## config.mk

```make
export PLATFORM = sky130hd
export DESIGN_NAME = trackball_decoder
export DESIGN_NICKNAME = d
export VERILOG_FILES = /design/src/rtl/trackball_pkg.sv /design/src/rtl/trackball_axis.sv /design/src/rtl/trackball_decoder.sv
export SDC_FILE = /design/constraint.sdc
export NUM_CORES = 1
export LEC_CHECK = 0
export ABC_AREA = 1
export CAP_MARGIN = 20
export CORE_AREA = 5 5 80 111
export CTS_CLUSTER_SIZE = 14
export DETAILED_ROUTE_END_ITERATION = 8
export DIE_AREA = 0 0 85 116
export MAX_ROUTING_LAYER = met4
export PLACE_DENSITY = 0.76
export SYNTH_ARGS = -nofsm -noshare
export SYNTH_HDL_FRONTEND = slang
export SYNTH_HIERARCHICAL = 1
export SYNTH_SLANG_ARGS = --single-unit
```

## constraint.sdc

```tcl
create_clock -name clk -period 5.2 [get_ports clk]
set_input_delay 1.04 -clock clk [delete_from_list [all_inputs] [get_ports clk]]
set_output_delay 1.04 -clock clk [all_outputs]
set_load 0.005 [all_outputs]
```

## src/rtl/trackball_pkg.sv

```systemverilog
// trackball_pkg
//   Constants shared by the trackball decoder and the trackball emulator:
//   default counter width, default input filter length and the direction
//   encoding carried on the h_dir / v_dir lines.
`timescale 1ns/1ps
package trackball_pkg;

  localparam int CNT_WIDTH_DEF  = 8;
  localparam int FILTER_LEN_DEF = 4;

  // Encoding of the direction line at a step.
  typedef enum logic {
    DIR_INC = 1'b0,
    DIR_DEC = 1'b1
  } dir_e;

endpackage : trackball_pkg

```

## src/rtl/trackball_axis.sv

```systemverilog
// trackball_axis
//   One trackball axis: 2-FF synchronisers on the step clock and direction,
//   a stability filter on the clock, an arm period after reset, step detect
//   and a wrapping up/down position counter.
//
//   Ports:
//     clk       system clock
//     reset     synchronous active-high reset, re-enters the arm period
//     flip      inverts the count direction
//     clr       clears the position counter (wins over a same-cycle step)
//     step_clk  asynchronous step clock from the trackball
//     step_dir  asynchronous direction line from the trackball
//     count     live position counter
//     step      one-cycle pulse per accepted step-clock toggle
`timescale 1ns/1ps
module trackball_axis
  import trackball_pkg::*;
#(
  parameter int CNT_WIDTH  = CNT_WIDTH_DEF,
  parameter int FILTER_LEN = FILTER_LEN_DEF
) (
  input  logic                 clk,
  input  logic                 reset,
  input  logic                 flip,
  input  logic                 clr,
  input  logic                 step_clk,
  input  logic                 step_dir,
  output logic [CNT_WIDTH-1:0] count,
  output logic                 step
);

  localparam int ARM_CYCLES = FILTER_LEN + 2;
  localparam int ARM_W      = $clog2(ARM_CYCLES + 1);
  localparam int STAB_W     = (FILTER_LEN > 1) ? $clog2(FILTER_LEN) : 1;

  localparam logic [ARM_W-1:0]  ARM_LAST  = ARM_W'(ARM_CYCLES);
  localparam logic [STAB_W-1:0] STAB_LAST = STAB_W'(FILTER_LEN - 1);

  logic [1:0]        clk_sync;
  logic [1:0]        dir_sync;
  logic [ARM_W-1:0]  arm_cnt;
  logic [STAB_W-1:0] stab_cnt;
  logic              accepted;
  logic              arming;
  dir_e              step_dir_eff;

  // NOTE: every clocked block uses non-blocking assignments so that all
  // registers sample pre-edge values; blocking here would collapse the
  // two synchroniser stages into one.
  always_ff @(posedge clk) begin
    if (reset) begin
      clk_sync <= '0;
      dir_sync <= '0;
    end else begin
      clk_sync <= {clk_sync[0], step_clk};
      dir_sync <= {dir_sync[0], step_dir};
    end
  end

  assign arming = (arm_cnt != ARM_LAST);

  // While arming, the accepted level tracks the synced input so that a
  // level held across reset release is never seen as an edge.
  always_ff @(posedge clk) begin
    if (reset) begin
      arm_cnt  <= '0;
      stab_cnt <= '0;
      accepted <= 1'b0;
      step     <= 1'b0;
    end else begin
      step <= 1'b0;
      if (arming) begin
        arm_cnt  <= arm_cnt + ARM_W'(1);
        accepted <= clk_sync[1];
        stab_cnt <= '0;
      end else if (clk_sync[1] == accepted) begin
        // A short glitch ends here: the streak is discarded.
        stab_cnt <= '0;
      end else if (stab_cnt == STAB_LAST) begin
        accepted <= ~accepted;
        stab_cnt <= '0;
        step     <= 1'b1;
      end else begin
        stab_cnt <= stab_cnt + STAB_W'(1);
      end
    end
  end

  assign step_dir_eff = dir_e'(dir_sync[1] ^ flip);

  always_ff @(posedge clk) begin
    if (reset) begin
      count <= '0;
    end else if (clr) begin
      count <= '0;
    end else if (step) begin
      if (step_dir_eff == DIR_INC) count <= count + CNT_WIDTH'(1);
      else                         count <= count - CNT_WIDTH'(1);
    end
  end

endmodule : trackball_axis

```

## src/rtl/trackball_decoder.sv

```systemverilog
// trackball_decoder
//   Receive side of the trackball link. Two filtered axes feed wrapping
//   position counters; the CPU reads them through an atomic snapshot port
//   that also reports the movement since the previous read.
//
//   Ports:
//     clk, reset     system clock, synchronous active-high reset
//     flip           inverts the count direction on both axes
//     h_clk, h_dir   horizontal step clock / direction (asynchronous)
//     v_clk, v_dir   vertical step clock / direction (asynchronous)
//     clr            clears both live counters
//     rd             one-cycle snapshot request
//     sel            read select: 0 = horizontal, 1 = vertical
//     h_count        live horizontal counter
//     v_count        live vertical counter
//     dout           selected axis snapshot
//     ddelta         selected snapshot minus its previous snapshot (mod 2^W)
//     dout_valid     one-cycle pulse the cycle after rd
`timescale 1ns/1ps
module trackball_decoder
  import trackball_pkg::*;
#(
  parameter int CNT_WIDTH  = CNT_WIDTH_DEF,
  parameter int FILTER_LEN = FILTER_LEN_DEF
) (
  input  logic                 clk,
  input  logic                 reset,
  input  logic                 flip,
  input  logic                 h_clk,
  input  logic                 h_dir,
  input  logic                 v_clk,
  input  logic                 v_dir,
  input  logic                 clr,
  input  logic                 rd,
  input  logic                 sel,
  output logic [CNT_WIDTH-1:0] h_count,
  output logic [CNT_WIDTH-1:0] v_count,
  output logic [CNT_WIDTH-1:0] dout,
  output logic [CNT_WIDTH-1:0] ddelta,
  output logic                 dout_valid
);

  logic                 h_step;
  logic                 v_step;
  logic                 unused_steps;
  logic [CNT_WIDTH-1:0] snap_h;
  logic [CNT_WIDTH-1:0] snap_v;
  logic [CNT_WIDTH-1:0] prev_h;
  logic [CNT_WIDTH-1:0] prev_v;

  trackball_axis #(
    .CNT_WIDTH  (CNT_WIDTH),
    .FILTER_LEN (FILTER_LEN)
  ) u_axis_h (
    .clk      (clk),
    .reset    (reset),
    .flip     (flip),
    .clr      (clr),
    .step_clk (h_clk),
    .step_dir (h_dir),
    .count    (h_count),
    .step     (h_step)
  );

  trackball_axis #(
    .CNT_WIDTH  (CNT_WIDTH),
    .FILTER_LEN (FILTER_LEN)
  ) u_axis_v (
    .clk      (clk),
    .reset    (reset),
    .flip     (flip),
    .clr      (clr),
    .step_clk (v_clk),
    .step_dir (v_dir),
    .count    (v_count),
    .step     (v_step)
  );

  // The step pulses are for future interrupt hooks; the read port only
  // needs the counters.
  assign unused_steps = h_step ^ v_step;

  // The live counters are sampled pre-update, so a read coinciding with a
  // step or clr returns the value before that change.
  // NOTE: snapshot registers are plain flops, not a memory, so they carry a
  // reset; the first delta after reset is then measured from zero.
  always_ff @(posedge clk) begin
    if (reset) begin
      snap_h     <= '0;
      snap_v     <= '0;
      prev_h     <= '0;
      prev_v     <= '0;
      dout_valid <= 1'b0;
    end else begin
      dout_valid <= rd;
      if (rd) begin
        prev_h <= snap_h;
        prev_v <= snap_v;
        snap_h <= h_count;
        snap_v <= v_count;
      end
    end
  end

  assign dout   = sel ? snap_v : snap_h;
  assign ddelta = sel ? (snap_v - prev_v) : (snap_h - prev_h);

endmodule : trackball_decoder
```

==> impl_metrics.toml, run 1 <==
[timing]
fin_crit_ns = 4.04
worst_slack_ns = 1.16
tns_ns = 0
worstMarginPinSlew_ns = 0.926
slew_headroom_pct = 38.2
finalHoldViolCount = 0
rsz0062_at_grt = "no"
skew_ns = 0.00800
min_period_over_period_pct = 77.8
finalSetupViolations = 0
maxSlewViolCount = 0
fmax_mhz = 247

[power]
leakagePower_uw = 0.00226
ir_drop_mv = 0.226
power_density_mw_per_mm2 = 254

[synth]
synth_top_area_cell = "dfxtp_1"
synthesis.area_mm2 = 0.00413
yosysWarnings = 6
ys_types = 33
synth-seq-cells = 71
netlist_instances = 582
async_reset_ff_share_pct = 0
ys_seq_area_share_pct = 34.4
synth_fp_nets = 628
synthTopCellsByArea = "dfxtp_1, nand2_1, ha_1, inv_1, nor2_1"
synth_edf_count = 0
synth-main-ff-cell = "dfxtp_1"
syn_area_per_cell_um2 = 7.10
yosysTopAreaCellShare_pct = 34.4

[route]
ant_nets = 0
num_vias = 3613
drc = 0
wl_per_cell_um = 11.8
via_per_inst = 5.00
drt_pass1_iterations = 4
drt-initial-drc-count = 206
routed_wl_um = 8530

[floorplanning]
core_area_mm2 = 0.00770
die_w_um = 85
die_y_um = 116
start_util_pct = 53.6
num_rows = 38
die-area_mm2 = 0.00986
io_pins = 43

[global_route]
grt_first_pass_wirelength_um = 14400
grt_max_degree = 50
antenna_found_initial = 0
grt_pass1_vias = 3374
overflow = 0
grt_use_total_pct = 18.6

[clocking]
cts_sinks = 71
holdBufCountCts = 0
clkSlewWorstSetupHoldPaths_ns = 0.07
numCtsBuffers = 9
htreeDepth = 3
cts_resized = 0
cts_setup_buffers = 0
cts_root_buf = "clkbuf_8"
insertion_delay_ns = 0.34
tritoncts = "done"
max-clock-path-buffers = 2

[worst_setup_path]
crit_type = "in2out"
end_kind = "primary output"
cp-start-kind = "primary input"
critPathMaxFanout = 20
arrival_ns = 3.00
crit_required_ns = 4.16

[worst_hold_path]
hp-class = "reg2reg"

[status]
status = "finished, final reports clean"

[final_layout]
drive_gt1_share_pct = 7.06
num-fill-cells = 693
syn_to_final_growth_pct = 16.4
nNetsFinal = 664
diodes = 0

[place]
pre_cts_slack_ns = 1.17
dp_hpwl_um = 6610
port_buffers = 42
place_congestion = 0.930

[flow_run]
drv_cap = 0
worst max-delay path, cell delays in order:
cell and delay, ns:
clkdlybuf4s50_1 0.92, inv_1 0.36, nand3_1 0.17, nand2_1 0.06, clkdlybuf4s50_1 0.44
worst paths after layout:
check                                                     start                         endpoint  slack, ns  cells after the start
worst min register to register  u_axis_v/dir_sync[0]$_SDFF_PP0_  u_axis_v/dir_sync[1]$_SDFF_PP0_       0.41                      2
worst min-delay path            u_axis_v/dir_sync[0]$_SDFF_PP0_  u_axis_v/dir_sync[1]$_SDFF_PP0_       0.41                      2
worst max-delay path                                        sel                        ddelta[5]       1.16                      5
worst max register to register  u_axis_h/dir_sync[1]$_SDFF_PP0_   u_axis_h/count[5]$_SDFFE_PP0P_       3.34                     11
registers in the layout (all words and copies together), names as in the netlist:
name               count
prev_h                 8
prev_v                 8
snap_h                 8
snap_v                 8
u_axis_h/count         8
u_axis_v/count         8
u_axis_h/arm_cnt       3
u_axis_v/arm_cnt       3
u_axis_h/clk_sync      2
u_axis_h/dir_sync      2
u_axis_h/stab_cnt      2
u_axis_v/clk_sync      2
u_axis_v/dir_sync      2
u_axis_v/stab_cnt      2
dout_valid             1
u_axis_h/accepted      1
u_axis_h/step          1
u_axis_v/accepted      1
u_axis_v/step          1
metrics by stage:
stage | hold slack (ns) | std cells | total power, uW | utilization (%) | area, um^2
2_1_floorplan | 0.388 | 582 | 692 | - | 4130
3_3_place_gp | 0.388 | 707 | 734 | 59.4 | 4580
3_5_place_dp | 0.396 | 707 | 740 | 59.4 | 4580
4_1_cts | 0.406 | 723 | 1230 | 62.4 | 4810
5_1_grt | 0.419 | 723 | 1270 | 62.4 | 4810
6_report | 0.406 | 723 | 1220 | 62.4 | 4810
layout by cell type (no fill, tap or decap), types with 6 or more instances in the layout:
cell | synthesis | final
a211oi_1 | 7 | 7
inv_1 | 86 | 86
a21oi_1 | 38 | 38
nand2_2 | 7 | 7
xnor2_1 | 10 | 10
clkdlybuf4s50_1 | 0 | 41
nor2_1 | 66 | 66
clkbuf_8 | 1 | 11
dfxtp_1 | 71 | 71
nand3_1 | 34 | 34
o21ai_1 | 6 | 6
xor2_1 | 6 | 6
a211oi_2 | 9 | 9
nand2_1 | 154 | 154
o21ai_0 | 10 | 10
ha_1 | 32 | 32
power by group:
group	switching, uW	internal, uW
combinational	92.1	69.0
sequential	7.23	558
clock	197	295
area by class of cell:
class	count	area (um^2)	area share (%)
multi-input combinational	406	2280	47.5
clock inverter	5	80.1	1.67
inverter	88	330	6.87
timing repair buffer	42	415	8.64
tap	100	125	2.60
sequential	71	1420	29.6
clock buffer	11	151	3.15
logic make-up (layout without fill, tap and decap cells):
family,Yosys count,in the layout,synth area share (%)
xor+xnor,16,16,3.39
compound gates,74,74,11.5
simple gates,279,279,28.5
fa+ha+maj,36,36,11.6
mux,1,1,0.242
buf+inv,105,146,10.3
flops,71,71,34.4
synth_stat cells, types with 3 or more instances:
library cell,n
nand2_2,7
buf_2,12
or2_4,3
nor3_1,4
o21ai_1,6
dfxtp_1,71
ha_1,32
nand2_1,154
a211oi_1,7
o21ai_0,10
a211oi_2,9
nor2_1,66
xor2_1,6
nand3b_1,4
a21oi_1,38
nand3_1,34
xnor2_1,10
fa_1,4
inv_1,86
layer usage:
layer | global-route usage [%] | wire (um)
met4 | 8.87 | 277
met5 | - | 0
met1 | 19.9 | 3550
met3 | 2.99 | 314
met2 | 33.2 | 4380
Note: power is estimated with default switching activity, not from simulation.
==> run 2: changes to the inputs <==
clock period = 3.9 ns   (was 5.2 ns; I/O delays follow)
==> run 2 against run 1 <==
Compared with the run above: sequential power up 33%; clock power increased by 33%; power is 33% higher; combinational power up 35%; flip-flop and latch count stayed put; critical path type is now reg2out; largest power group unchanged.
==> impl_metrics.toml, run 2 (same netlist as run 1, synthesis figures left out) <==
[route]
ant_nets = 0
wl_per_cell_um = 11.6
routed_wl_um = 8390
via_per_inst = 4.99
num_vias = 3620
drc = 0
drt-initial-drc-count = 194
drt_pass1_iterations = 4

[final_layout]
final_common_cell = "nand2_1"
final_cell_mix = "nand2_1, inv_1, dfxtp_1"
nNetsFinal = 667
regArea_mm2 = 0.00142
fin_area_mm2 = 0.00483
drive_gt1_share_pct = 7.51
diodes = 0
multi_input_area_mm2 = 0.00228
num-fill-cells = 714
fin_util_pct = 62.7
syn_to_final_growth_pct = 16.9

[timing]
finalHoldViolCount = 0
min_period_over_period_pct = 82.3
tns_ns = 0
worstMarginPinSlew_ns = 0.729
fin_crit_ns = 3.21
skew_ns = 0.00924
finalSetupViolations = 0
slew_headroom_pct = 51.3
worst_slack_ns = 0.690
rsz0062_at_grt = "no"
maxSlewViolCount = 0
fmax_mhz = 312

[worst_setup_path]
endpoint = "ddelta[4]"
end_kind = "primary output"
r2r_start = "u_axis_h/dir_sync[1]$_SDFF_PP0_"
regToRegSetupSlack_ns = 2.06
worstPathCellList = "inv_1, ha_1, inv_2, fa_1, nand2_1, nand3_1, nand2_1, xnor2_1, nand2_1, o21ai_1, clkdlybuf4s50_1"
reg2reg_depth = 12
cp_slowest_cell = "clkdlybuf4s50_1"
r2r-end = "u_axis_h/count[7]$_SDFFE_PP0P_"
critPathMostFrequentCell = "nand2_1"
crit_required_ns = 3.12
critPathMaxFanout = 3
crit_type = "reg2out"
arrival_ns = 2.43
cp-startpoint = "snap_v[0]$_SDFFE_PP0P_"
slowest_delay_ns = 0.52
cp-start-kind = "flip-flop"

[global_route]
grt_pass1_vias = 3415
grt_use_total_pct = 18.3
overflow = 0
grt_max_degree = 46
antenna_found_initial = 0
grt_first_pass_wirelength_um = 14400

[power]
clockPowerShare_pct = 40.2
cellInternalPower_uw = 1220
p_comb_share_pct = 13.4
switching_share_pct = 24.9
ir_drop_mv = 0.434
p_switching_uw = 404
power_density_mw_per_mm2 = 336
leakagePower_uw = 0.00228
power_uw = 1620
seq_power_share_pct = 46.4

[clocking]
clkSlewWorstSetupHoldPaths_ns = 0.07
cts_sinks = 71
tritoncts = "done"
cts_setup_buffers = 0
htreeDepth = 3
cts_root_buf = "clkbuf_8"
cts_resized = 0
max-clock-path-buffers = 2
holdBufCountCts = 0
insertion_delay_ns = 0.34
numCtsBuffers = 9

[floorplanning]
start_util_pct = 53.6
core_area_mm2 = 0.00770
die_y_um = 116
num_rows = 38
die_w_um = 85
die-area_mm2 = 0.00986
io_pins = 43

[flow_run]
drv_cap = 0

[place]
place_congestion = 0.930
pre_cts_slack_ns = 0.757
dp_hpwl_um = 6550
port_buffers = 42
post_dp_cell_area_mm2 = 0.00460

[worst_hold_path]
hp-class = "reg2reg"

[status]
status = "finished, final reports clean"
==> run 2: cell count changes in the layout (fill, tap and decap cells not counted) <==
cell,previous run,this run
inv_6,0,1
clkinv_2,1,0
clkinv_4,0,1
buf_4,0,3
clkbuf_8,11,10
==> run 2: routing by layer <==
metal	part of all wire, %	track usage [%]	up-vias
met4	2.2	8.45	0
met5	0	-	-
met1	42	20.2	1619
met2	51	32.3	74
li1	-	-	1912
met3	4.2	2.49	15
==> run 2: worst min path at each step <==
stage / startpoint / slack [ns] / cells after the start / end
final: u_axis_h/clk_sync[0]$_SDFF_PP0_ / 0.40 / 2 / u_axis_h/clk_sync[1]$_SDFF_PP0_
after global routing: u_axis_v/dir_sync[0]$_SDFF_PP0_ / 0.42 / 2 / u_axis_v/dir_sync[1]$_SDFF_PP0_
after CTS: u_axis_h/clk_sync[0]$_SDFF_PP0_ / 0.40 / 2 / u_axis_h/clk_sync[1]$_SDFF_PP0_
after detailed placement: u_axis_h/clk_sync[0]$_SDFF_PP0_ / 0.39 / 2 / u_axis_h/clk_sync[1]$_SDFF_PP0_
after global placement: u_axis_v/dir_sync[0]$_SDFF_PP0_ / 0.39 / 2 / u_axis_v/dir_sync[1]$_SDFF_PP0_
after floorplan: u_axis_h/clk_sync[0]$_SDFF_PP0_ / 0.39 / 2 / u_axis_h/clk_sync[1]$_SDFF_PP0_
==> run 2: metrics by stage <==
step / hold WS, ns / cells
2_1_floorplan: 0.388 / 582
3_3_place_gp: 0.389 / 710
3_5_place_dp: 0.392 / 710
4_1_cts: 0.402 / 726
5_1_grt: 0.419 / 726
6_report: 0.401 / 726
==> run 2: area by class of cell <==
cell class / count / area share [%]
Inverter: 88 / 6.84
Tap cell: 100 / 2.59
Timing Repair Buffer: 45 / 9.07
Sequential cell: 71 / 29.4
Clock buffer: 10 / 2.85
Clock inverter: 6 / 1.92
Multi-Input combinational cell: 406 / 47.3
==> run 2: critical path: cells and delay by family (launching register included) <==
family	cells	cell delay, ns
flip-flops	1	0.32
AO/OA/AOI/OAI	1	0.08
buffers and inverters	3	0.66
AND/OR/NAND/NOR	4	0.37
adder cells (fa/ha/maj)	2	0.53
XOR/XNOR	1	0.12
==> run 2: power groups by stage <==
| stage | combinational, uW | clock [uW] | sequential (uW) |
|---|---|---|---|
| 5_1_grt | 245 | 698 | 756 |
| 6_report | 217 | 653 | 754 |
| 3_3_place_gp | 211 | 0 | 770 |
| 3_5_place_dp | 218 | 0 | 771 |
| 4_1_cts | 219 | 666 | 754 |
| 2_1_floorplan | 154 | 0 | 769 |
